==> config.mk <==
export PLATFORM = sky130hd
export DESIGN_NAME = gpio_serial_loader
export DESIGN_NICKNAME = d
export VERILOG_FILES = /design/src/rtl/gpio_loader_pkg.sv /design/src/rtl/gpio_loader_tick.sv /design/src/rtl/gpio_serial_loader.sv
export SDC_FILE = /design/constraint.sdc
export NUM_CORES = 1
export LEC_CHECK = 0
export ABC_AREA = 1
export BUFFER_PORTS_ARGS = -buffer_cell sky130_fd_sc_hd__buf_2
export CORE_UTILIZATION = 34
export DETAILED_ROUTE_END_ITERATION = 8
export PLACE_DENSITY_LB_ADDON = 0.2
export SETUP_SLACK_MARGIN = 0.15
export SLEW_MARGIN = 10
export SYNTH_ARGS = -nofsm -noshare
export SYNTH_HDL_FRONTEND = slang
export SYNTH_HIERARCHICAL = 1
export SYNTH_SLANG_ARGS = --single-unit
==> constraint.sdc <==
create_clock -name wb_clk_i -period 5.8 [get_ports wb_clk_i]
set_input_delay 1.16 -clock wb_clk_i [delete_from_list [all_inputs] [get_ports wb_clk_i]]
set_output_delay 1.16 -clock wb_clk_i [all_outputs]
set_load 0.01 [all_outputs]
==> src/rtl/gpio_loader_pkg.sv <==
// ============================================================================
//  Module      : gpio_loader_pkg
//  Description : Shared types and helpers for the GPIO serial chain loader.
//  Revision    : 1.0 - initial release
// ============================================================================
`default_nettype none

package gpio_loader_pkg;

    localparam int GPIO_WORD_BITS = 13;

    typedef enum logic [2:0] {
        IDLE      = 3'd0,
        CHAIN_RST = 3'd1,
        SHIFT     = 3'd2,
        LOAD      = 3'd3,
        DONE      = 3'd4
    } loader_state_t;

    // Pad-major, MSB-first order over pads NUM_GPIO-1..0 is a plain reversal
    // of the flat image; a second pass (bit_idx >= chain_len) repeats it.
    function automatic int unsigned gpio_image_pos(input int unsigned chain_len,
                                                   input int unsigned bit_idx);
        int unsigned idx;
        idx = (bit_idx >= chain_len) ? (bit_idx - chain_len) : bit_idx;
        return chain_len - 1 - idx;
    endfunction

endpackage

`default_nettype wire

==> src/rtl/gpio_loader_tick.sv <==
// ============================================================================
//  Module      : gpio_loader_tick
//  Description : Serial half-period divider; flags first and last cycle of a tick.
//  Revision    : 1.0 - initial release
// ============================================================================
`default_nettype none

module gpio_loader_tick #(
    parameter int CLK_DIV = 4
) (
    input  logic wb_clk_i,
    input  logic wb_rstn_i,
    input  logic i_clear,
    output logic o_tick,
    output logic o_tick_first
);

    localparam int DIV_W = (CLK_DIV > 1) ? $clog2(CLK_DIV) : 1;
    localparam logic [DIV_W-1:0] C_DIV_LAST = DIV_W'(CLK_DIV - 1);

    logic [DIV_W-1:0] r_div;

    always_ff @(posedge wb_clk_i) begin
        if (!wb_rstn_i || i_clear) begin
            r_div <= '0;
        end else if (r_div == C_DIV_LAST) begin
            r_div <= '0;
        end else begin
            r_div <= r_div + 1'b1;
        end
    end

    assign o_tick       = (r_div == C_DIV_LAST);
    assign o_tick_first = (r_div == '0);

endmodule

`default_nettype wire

==> src/rtl/gpio_serial_loader.sv <==
// ============================================================================
//  Module      : gpio_serial_loader
//  Description : Resets, shifts and loads the daisy-chained GPIO control blocks.
//                Optional readback check: define GPIO_LOADER_VERIFY_EN.
//  Revision    : 1.0 - initial release
// ============================================================================
`default_nettype none

module gpio_serial_loader
    import gpio_loader_pkg::*;
#(
    parameter int NUM_GPIO  = 19,
    parameter int CLK_DIV   = 4,
    parameter int RST_TICKS = 2
) (
    input  logic                               wb_clk_i,
    input  logic                               wb_rstn_i,
    input  logic                               start,
    input  logic [NUM_GPIO*GPIO_WORD_BITS-1:0] cfg_words,
    output logic                               busy,
    output logic                               done,
    output logic                               serial_clock,
    output logic                               serial_data_out,
    output logic                               serial_load,
    output logic                               serial_resetn
`ifdef GPIO_LOADER_VERIFY_EN
    ,
    input  logic                               serial_data_in,
    output logic                               verify_err
`endif
);

    localparam int unsigned CHAIN_LEN = NUM_GPIO * GPIO_WORD_BITS;
`ifdef GPIO_LOADER_VERIFY_EN
    localparam int unsigned SHIFT_BITS = 2 * CHAIN_LEN;
`else
    localparam int unsigned SHIFT_BITS = CHAIN_LEN;
`endif
    localparam int CNT_W = $clog2(2 * SHIFT_BITS + 1);
    localparam int POS_W = $clog2(CHAIN_LEN);

    localparam logic [CNT_W-1:0] C_RST_LAST   = CNT_W'(RST_TICKS - 1);
    localparam logic [CNT_W-1:0] C_SHIFT_LAST = CNT_W'(2 * SHIFT_BITS - 1);
    localparam logic [CNT_W-1:0] C_LOAD_LAST  = CNT_W'(1);

    loader_state_t    r_state, w_state_nxt;
    logic [CNT_W-1:0] r_cnt, w_cnt_nxt;
    logic             w_accept;
    logic             w_tick;
    logic             w_tick_first;
    logic [CNT_W-1:0] w_bit_idx;
    logic [POS_W-1:0] w_pos;
    logic             w_img_bit;

    logic r_done, r_sclk, r_sdo, r_load, r_resetn;

    assign w_accept  = (r_state == IDLE) && start;
    assign w_bit_idx = r_cnt >> 1;
    assign w_pos     = POS_W'(gpio_image_pos(CHAIN_LEN, 32'(w_bit_idx)));
    assign w_img_bit = cfg_words[w_pos];

    gpio_loader_tick #(
        .CLK_DIV (CLK_DIV)
    ) u_tick (
        .wb_clk_i     (wb_clk_i),
        .wb_rstn_i    (wb_rstn_i),
        .i_clear      (w_accept),
        .o_tick       (w_tick),
        .o_tick_first (w_tick_first)
    );

    always_ff @(posedge wb_clk_i) begin
        if (!wb_rstn_i) begin
            r_state <= IDLE;
            r_cnt   <= '0;
        end else begin
            r_state <= w_state_nxt;
            r_cnt   <= w_cnt_nxt;
        end
    end

    // r_cnt counts ticks in CHAIN_RST/LOAD and half-bits in SHIFT (bit 0 = high tick).
    always_comb begin
        w_state_nxt = r_state;
        w_cnt_nxt   = r_cnt;
        case (r_state)
            IDLE: begin
                if (start) begin
                    w_state_nxt = CHAIN_RST;
                    w_cnt_nxt   = '0;
                end
            end
            CHAIN_RST: begin
                if (w_tick) begin
                    if (r_cnt == C_RST_LAST) begin
                        w_state_nxt = SHIFT;
                        w_cnt_nxt   = '0;
                    end else begin
                        w_cnt_nxt = r_cnt + 1'b1;
                    end
                end
            end
            SHIFT: begin
                if (w_tick) begin
                    if (r_cnt == C_SHIFT_LAST) begin
                        w_state_nxt = LOAD;
                        w_cnt_nxt   = '0;
                    end else begin
                        w_cnt_nxt = r_cnt + 1'b1;
                    end
                end
            end
            LOAD: begin
                if (w_tick) begin
                    if (r_cnt == C_LOAD_LAST) begin
                        w_state_nxt = DONE;
                        w_cnt_nxt   = '0;
                    end else begin
                        w_cnt_nxt = r_cnt + 1'b1;
                    end
                end
            end
            DONE: begin
                w_state_nxt = IDLE;
            end
            default: begin
                w_state_nxt = IDLE;
                w_cnt_nxt   = '0;
            end
        endcase
    end

    // Chain-facing pins are registered, so they trail the state by one cycle.
    always_ff @(posedge wb_clk_i) begin
        if (!wb_rstn_i) begin
            r_done   <= 1'b0;
            r_sclk   <= 1'b0;
            r_sdo    <= 1'b0;
            r_load   <= 1'b0;
            r_resetn <= 1'b0;
        end else begin
            r_done   <= (r_state == DONE);
            r_sclk   <= (r_state == SHIFT) && r_cnt[0];
            r_load   <= (r_state == LOAD) && (r_cnt == C_LOAD_LAST);
            r_resetn <= (r_state != CHAIN_RST);
            if ((r_state == SHIFT) && !r_cnt[0] && w_tick_first) begin
                r_sdo <= w_img_bit;
            end
        end
    end

    assign busy            = (r_state != IDLE);
    assign done            = r_done;
    assign serial_clock    = r_sclk;
    assign serial_data_out = r_sdo;
    assign serial_load     = r_load;
    assign serial_resetn   = r_resetn;

`ifdef GPIO_LOADER_VERIFY_EN
    logic r_verify_err;

    // Second pass: the chain returns the first-pass bit at the same image position.
    always_ff @(posedge wb_clk_i) begin
        if (!wb_rstn_i) begin
            r_verify_err <= 1'b0;
        end else if (w_accept) begin
            r_verify_err <= 1'b0;
        end else if ((r_state == SHIFT) && r_cnt[0] && w_tick &&
                     (w_bit_idx >= CNT_W'(CHAIN_LEN)) &&
                     (serial_data_in != w_img_bit)) begin
            r_verify_err <= 1'b1;
        end
    end

    assign verify_err = r_verify_err;
`endif

endmodule

`default_nettype wire
Word level (Yosys, flattened, before mapping)
Index checks and enable logic that the tools add are counted.
{ "op_classes": {"multipliers": 0, "n_eq_ne": 16, "shift": 0, "n_addsub": 4, "div_mod_pow": 0, "order_cmp": 2, "mux": 17, "n_bitwise": 1, "n_reduce_logical": 15} }
{ "op_table": {"columns": ["op", "n"], "rows": [
  ["9-bit two-way mux", 5],
  ["9-bit one-hot mux with 4 select lines", 1],
  ["3-bit two-way mux", 7],
  ["3-bit one-hot mux with 4 select lines", 1],
  ["9-bit by 1-bit adder with 9-bit output (second input constant)", 1],
  ["9-bit by 1-bit == test with 1-bit output (second input constant)", 1],
  ["9-bit == test (second input constant)", 1],
  ["8-bit by 9-bit less-than comparator with 1-bit output (second input constant)", 1],
  ["1-bit binary-select mux with 8-bit select", 1],
  ["8-bit greater-or-equal comparator (second input constant)", 1],
  ["8-bit two-way mux", 1],
  ["2-bit by 1-bit != test with 1-bit output (second input constant)", 4],
  ["2-bit != test (second input constant)", 4],
  ["8-bit subtractor (first input constant)", 1],
  ["8-bit subtractor (second input constant)", 1],
  ["7-bit AND reduction", 1],
  ["3-bit by 2-bit == test with 1-bit output (second input constant)", 2],
  ["1-bit logical AND", 5],
  ["4-bit AND reduction", 1],
  ["2-bit OR reduction", 2],
  ["3-bit by 1-bit == test with 1-bit output (second input constant)", 1],
  ["3-bit == test (second input constant)", 1],
  ["3-bit logical NOT", 1],
  ["3-bit by 1-bit != test with 1-bit output (second input constant)", 1],
  ["8 further kinds", 9]
]} }
{ "totals": {"input_bits": 250, "romBits": 0, "latch_bits": 0, "elab_cells": 63, "out_inout_bits": 6, "ff_bits": 19, "ramBits": 0, "memories": 0} }

Longest topological paths before layout
Gate-level depths: netlist of run 1.
{ "logic_depth": {"depth_word": 5, "depth_mapped": 23, "ltp_nobuf": 20} }

By module
The synthesis of run 1 kept the hierarchy.
{ "modules_own_cells": {"columns": ["mod", "area_per_inst_um2", "cells_per_inst", "instances", "seq_area_each_um2"], "rows": [
  ["gpio_serial_loader", 4484.3, 927, 1, 340.3],
  ["gpio_loader_tick", 101.3, 12, 1, 40.0]
]} }

Worst setup path after synthesis of run 1
Ideal clock, no wire load.
{ "synth_timing": {"path_type": "reg-to-reg", "start": "register r_cnt[1]", "end": "register r_sdo, in the netlist serial_data_out", "path_stages_with_launch": 23, "arrival_time_ps": 3058, "slack_ps": 2687, "synth_period_minus_slack_ps": 3113, "setup_time_ps": 56, "n_path_buf": 4, "required_time_ps": 5744, "path_cell_list": "dfxtp_1 -> ha_1 -> nand2_1 -> nand2_1 -> nand2_4 -> nand2_4 -> nand2_4 -> buf_6 -> buf_6 -> ha_1 -> clkbuf_1 -> inv_2 -> buf_1 -> nand3_1 -> nand3_1 -> nand3_1 -> a21oi_1 -> nand2_1 -> nand3_1 -> nand3_1 -> nand3_1 -> nand2_1 -> inv_1"} }
{ "synth_between": {"elab_chain_len": 5, "word_cells_on_any_way": 6, "classes_between": "add/sub (2); order compare (1); mux (3)"} }
{ "synth_lines": {"columns": ["item", "line", "source"], "rows": [
  ["from (decl)", "gpio_serial_loader.sv:47", "logic [CNT_W-1:0] r_cnt, w_cnt_nxt;"],
  ["from (signal assigned)", "gpio_serial_loader.sv:78", "r_cnt <= w_cnt_nxt;"],
  ["8-bit subtractor / 8-bit greater-or-equal comparator (equally long branches)", "gpio_loader_pkg.sv:25", "idx = (bit_idx >= chain_len) ? (bit_idx - chain_len) : bit_idx;"],
  ["8-bit two-way mux *", "gpio_loader_pkg.sv:25", null],
  ["8-bit subtractor *", "gpio_loader_pkg.sv:26", "return chain_len - 1 - idx;"],
  ["1-bit binary-select mux with 8-bit select *", "gpio_serial_loader.sv:60", "assign w_img_bit = cfg_words[w_pos];"],
  ["1-bit two-way mux (implied by the code) *", "gpio_serial_loader.sv:60", null],
  ["to (signal assigned)", "gpio_serial_loader.sv:147", "r_sdo <= w_img_bit;"],
  ["to (decl)", "gpio_serial_loader.sv:55", "logic r_done, r_sclk, r_sdo, r_load, r_resetn;"]
]} }
Every way passes the cells marked *; elsewhere a longest branch is shown, timed or not. The select of a mux whose other input is x is not followed.
A chain may end at the register's enable or synchronous reset.

Final worst setup path of run 1
Same ends and word-level chain as after synthesis.

==> impl_metrics.yaml, run 1 <==
status:
  status: "complete, no violations"
cts:
  clk_latency_ps: 250
  ctsLongestPathBuffers: 2
  htree_levels: 1
  path_clk_slew_ps: 60
  cts_setup_buffers: 0
  cts_buffers: 3
  clock-sinks: 19
  cts_root_buffer: "clkbuf_16"
  cts_resized: 0
  holdBufCountCts: 0
  cts_tree: "yes"
power_and_ir_drop:
  power_switching_uw: 223
  p_sw_share_pct: 37.7
  p_leak_uw: 0.00375
  power_density_mw_per_mm2: 101
  p_int_uw: 369
  pwr-share-seq_pct: 25.9
  pwr-share-clk_pct: 24.3
  combPwrFrac_pct: 49.8
  peakVddDrop_v: 0.000111
worst_setup_path:
  arrival_ps: 4950
  slowest_stage: "nand2_4"
  required_ps: 5960
  crit_cells: 19
  reg2reg_depth: 19
  crit_type: "flip-flop to flip-flop"
  slowest_delay_ps: 740
  cp_max_fo: 56
  worstSetupStartpointType: "flip-flop"
  cp-end-kind: "flip-flop"
  cp_num_buf_inv: 3
  path_cells: "ha_1, nand2_1, nand2_1, nand3_1, nand2_4, ha_2, inv_1, nand3_1, nand2_2, inv_2, nand3_1, nand3_1, nand3_1, nand3_1, nand3_1, nand3_1, nand3_1, nand2_1, inv_1"
  cp_top_family: "simple AND/OR/NAND/NOR gates"
  critPathMostFrequentCell: "nand3_1"
sta:
  skew_ps: 7.99
  drv_slew: 0
  worst_pin_slew_ps: 1030
  setup_ws_ps: 1000
  tns_ps: 0
  clock.fmax_mhz: 209
  layout_min_cycle_time_ps: 4800
  relSlewSlack_pct: 31.0
  period_share_pct: 82.7
  hold_viol_final: 0
  rsz0062_at_grt: "no"
  setup_viol: 0
grt:
  grt-ovfl-total: 0
  grt_max_degree: 70
  grt_first_pass_wirelength_um: 28300
  grt_pass1_vias: 5838
  antenna_found_initial: 0
  grt.total_usage_pct: 24.5
detailed_routing:
  first_pass_iters: 5
  drc: 0
  wl_um: 17600
  avgViaCountPerCell: 4.74
  vias: 6286
  routedWlPerCell_um: 13.3
  drtAntennaViolNets: 0
  drtIter0Drc: 459
worst_hold_path:
  min_path_cells: 1
  min_path_type: "flip-flop to flip-flop"
synth:
  synth_nets: 1195
  ys_types: 33
  synth_edf_count: 0
  synth_warnings: 6
  ys.flop_type: "dfxtp_1"
  seq_area_frac_synth_pct: 8.29
  netlist_area_mm2: 0.00459
  syn-instance-count: 939
  ys_ff_latch: 19
  synth_area_per_cell_um2: 4.88
  ys_async_sr_fraction_pct: 0
floorplan:
  initial_core_util_pct: 34.8
  io-pin-count: 256
  core_region_area_mm2: 0.0132
  rows: 42
  die-area_mm2: 0.0140
  fp.dieW_um: 118
  die_h_um: 118
layout:
  mostFrequentLayoutCells: "nand2_1, buf_2, nand3_1"
  syn_to_final_growth_pct: 27.7
  layout_commonest_cell: "nand2_1"
  drive_gt1_share_pct: 24.8
  antenna_cells: 0
  fillers: 1585
  final_nets: 1408
  final_cell_area_mm2: 0.00585
placed_design:
  gp_congestion: 0.863
  port_buffers: 255
  place_ws_ps: 1080
  dp_hpwl_um: 14000
  placed_cell_area_mm2: 0.00577
run:
  maxCapViolCount: 0
==> power by group through the flow <==
| stage | logic (uW) | registers (uW) | clock network, uW |
|---|---|---|---|
| global placement | 296 | 156 | 0 |
| global route | 336 | 155 | 151 |
| detailed placement | 293 | 156 | 0 |
| CTS | 295 | 153 | 145 |
| floorplan | 162 | 156 | 0 |
| finish | 295 | 153 | 144 |
==> path summary, 6_finish.rpt <==
| path | start | end | slack [ps] |
|---|---|---|---|
| min | u_tick/r_div[0] | u_tick/r_div[0] | 440 |
| min reg2reg | u_tick/r_div[0] | u_tick/r_div[0] | 440 |
| max reg2reg | r_cnt[1] | serial_data_out | 1000 |
| max | r_cnt[1] | serial_data_out | 1000 |
==> synth_stat cells, types with 6 or more instances <==
| cell | number | share of area (%) |
|---|---|---|
| nor3_1 | 9 | 0.98 |
| clkbuf_1 | 7 | 0.57 |
| nor2_1 | 17 | 1.4 |
| a21oi_1 | 9 | 0.98 |
| nand2_1 | 325 | 27 |
| dfxtp_1 | 19 | 8.3 |
| buf_2 | 18 | 2.0 |
| nand3_1 | 243 | 27 |
| buf_1 | 6 | 0.49 |
| inv_1 | 213 | 17 |
| buf_6 | 15 | 3.7 |
| ha_1 | 6 | 1.6 |
| nand2_4 | 6 | 1.5 |
==> state kept, by name, summed over array words and instances (netlist names) <==
name / count
done: 1
r_cnt: 9
r_state: 3
serial_clock: 1
serial_data_out: 1
serial_load: 1
serial_resetn: 1
u_tick/r_div: 2
==> area by class of cell <==
type                       instances  area (um^2)  share of cell area [%]
tap                              176          220                    3.76
clock buffer                       3         75.1                    1.28
inverter                         217          815                    13.9
sequential                        19          380                    6.50
timing repair buffer             258         1300                    22.2
multi-input combinational        653         3060                    52.3
clock inverter                     1         5.00                  0.0855
==> cell families (layout without fill, tap and decap cells) <==
family	after synthesis	in the layout	share of synthesized area [%]
simple gates	618	618	60.0
buf+inv	267	479	25.1
compound gates	23	23	3.25
flops	19	19	8.29
fa+ha+maj	6	6	1.64
xor+xnor	6	6	1.72
==> stage by stage <==
stage          cells  hold WS, ps  utilization, %  total power [uW]
2_1_floorplan    939          417               -               319
3_3_place_gp    1323          435            43.8               451
3_5_place_dp    1323          436            43.8               449
4_1_cts         1327          443            44.4               593
5_1_grt         1327          481            44.4               641
6_report        1327          442            44.4               592
==> layer usage <==
| metal | part of all wire [%] | GRT usage, % | vias to the layer above |
|---|---|---|---|
| li1 | - | - | 3282 |
| met1 | 44 | 31.5 | 2766 |
| met2 | 49 | 44.4 | 217 |
| met3 | 5.4 | 2.70 | 21 |
| met4 | 1.4 | 3.69 | 0 |
| met5 | 0 | 0 | - |
No activity file was read; power rests on OpenSTA's default activity.
==> run 2, diff against run 1 <==
- clock period: 5.8 -> 4.3 ns (I/O delays scaled with it)
==> impl_metrics.yaml, run 2 (same netlist as run 1, synthesis figures left out) <==
cts:
  clock-sinks: 19
  cts_resized: 0
  cts_buffers: 3
  clk_latency_ps: 250
  cts_setup_buffers: 0
  holdBufCountCts: 0
  cts_root_buffer: "clkbuf_16"
  htree_levels: 1
  path_clk_slew_ps: 60
  ctsLongestPathBuffers: 2
  cts_tree: "yes"
sta:
  clock.fmax_mhz: 287
  rsz0062_at_grt: "no"
  drv_slew: 0
  worst_pin_slew_ps: 833
  period_share_pct: 81.1
  skew_ps: 3.06
  hold_viol_final: 0
  setup_viol: 0
  relSlewSlack_pct: 44.4
  layout_min_cycle_time_ps: 3490
  tns_ps: 0
detailed_routing:
  avgViaCountPerCell: 4.72
  drc: 0
  vias: 6306
  first_pass_iters: 6
  routedWlPerCell_um: 13.3
  wl_um: 17700
  drtIter0Drc: 384
  drtAntennaViolNets: 0
layout:
  fillers: 1639
  final_nets: 1415
  syn_to_final_growth_pct: 29.0
  regMostFlops: "r_cnt"
  drive_gt1_share_pct: 25.3
  top_regs: "r_cnt: 9 flops, r_state: 3 flops, u_tick/r_div: 2 flops"
  mostFrequentLayoutCells: "nand2_1, buf_2, nand3_1"
  largest_reg_flops: 9
  layout_commonest_cell: "nand2_1"
floorplan:
  fp.dieW_um: 118
  rows: 42
  die_h_um: 118
  initial_core_util_pct: 34.8
  io-pin-count: 256
  core_region_area_mm2: 0.0132
  die-area_mm2: 0.0140
placed_design:
  dp_hpwl_um: 14300
  gp_congestion: 0.919
  port_buffers: 255
worst_setup_path:
  path_cells: "ha_1, nand2_1, nand2_1, nand2_4, nand2_4, nand2_4, ha_2, buf_4, nand3_1, nand3_1, nand3_1, nand3_1, nand3_1, nand3_1, nand3_1, nand3_1, nand2_1, inv_1"
  slowest_stage: "dfxtp_1"
  worstSetupStartpointType: "flip-flop"
  arrival_ps: 3690
  critPathMostFrequentCell: "nand3_1"
  cp_max_fo: 61
  crit_type: "flip-flop to flip-flop"
  cp_num_buf_inv: 2
  cp-end-kind: "flip-flop"
  slowest_delay_ps: 540
  cp_top_family: "simple AND/OR/NAND/NOR gates"
  required_ps: 4500
worst_hold_path:
  min_path_type: "flip-flop to flip-flop"
power_and_ir_drop:
  p_leak_uw: 0.00378
  peakVddDrop_v: 0.000190
  power_density_mw_per_mm2: 136
  p_total_uw: 802
status:
  status: "complete, no violations"
run:
  maxCapViolCount: 0
grt:
  grt-ovfl-total: 0
  grt_first_pass_wirelength_um: 28700
  grt.total_usage_pct: 25.0
  grt_max_degree: 80
  antenna_found_initial: 2
  grt_pass1_vias: 6063
## run 2: metrics by stage
stage	utilization [%]	hold WS (ps)	area, um^2	setup WS, ps	std cells
5_1_grt	44.8	473	5910	444	1336
2_1_floorplan	-	417	4590	1190	939
3_3_place_gp	44.2	434	5830	914	1330
6_report	44.8	442	5910	811	1336
4_1_cts	44.8	451	5910	840	1334
3_5_place_dp	44.2	442	5830	868	1330
## run 2: path summary, 6_finish.rpt
path,end,from,depth (start not counted),slack [ps]
worst max register to register,serial_data_out,r_cnt[1],18,810
worst max-delay path,serial_data_out,r_cnt[1],18,810
worst min register to register,u_tick/r_div[0],u_tick/r_div[0],1,440
worst min-delay path,u_tick/r_div[0],u_tick/r_div[0],1,440
## run 2: power breakdown
part	internal [uW]	switching [uW]	total, uW
registers	195	12.0	207
clock network	126	71.1	197
logic	178	220	398
## run 2: per-layer routing
metal  up-vias  part of all wire, %  wire length (um)  GRT usage [%]
met5         -                    0                 0              0
met2       190                   49              8630           44.7
met1      2792                   44              7860           31.9
met4         0                  1.7               310           5.05
li1       3300                    -                 -              -
met3        24                  5.3               946           3.14
## run 2: final cells by class
type | instances | area (um^2) | area share, %
Antenna cell | 2 | 5.00 | 0.0846
Clock buffer | 3 | 75.1 | 1.27
Clock inverter | 1 | 7.51 | 0.127
Inverter | 217 | 815 | 13.8
Multi-Input combinational cell | 653 | 3060 | 51.7
Sequential cell | 19 | 380 | 6.43
Tap cell | 176 | 220 | 3.72
Timing Repair Buffer | 265 | 1350 | 22.8
## run 2: worst register-to-register path, stage by stage, from the launching register on
cell	delay [ps]
dfxtp_1	540
ha_1	260
nand2_1	90
nand2_1	220
nand2_4	160
nand2_4	220
nand2_4	70
ha_2	330
buf_4	530
nand3_1	260
nand3_1	170
nand3_1	80
nand3_1	90
nand3_1	80
nand3_1	80
nand3_1	80
nand3_1	80
nand2_1	50
inv_1	40
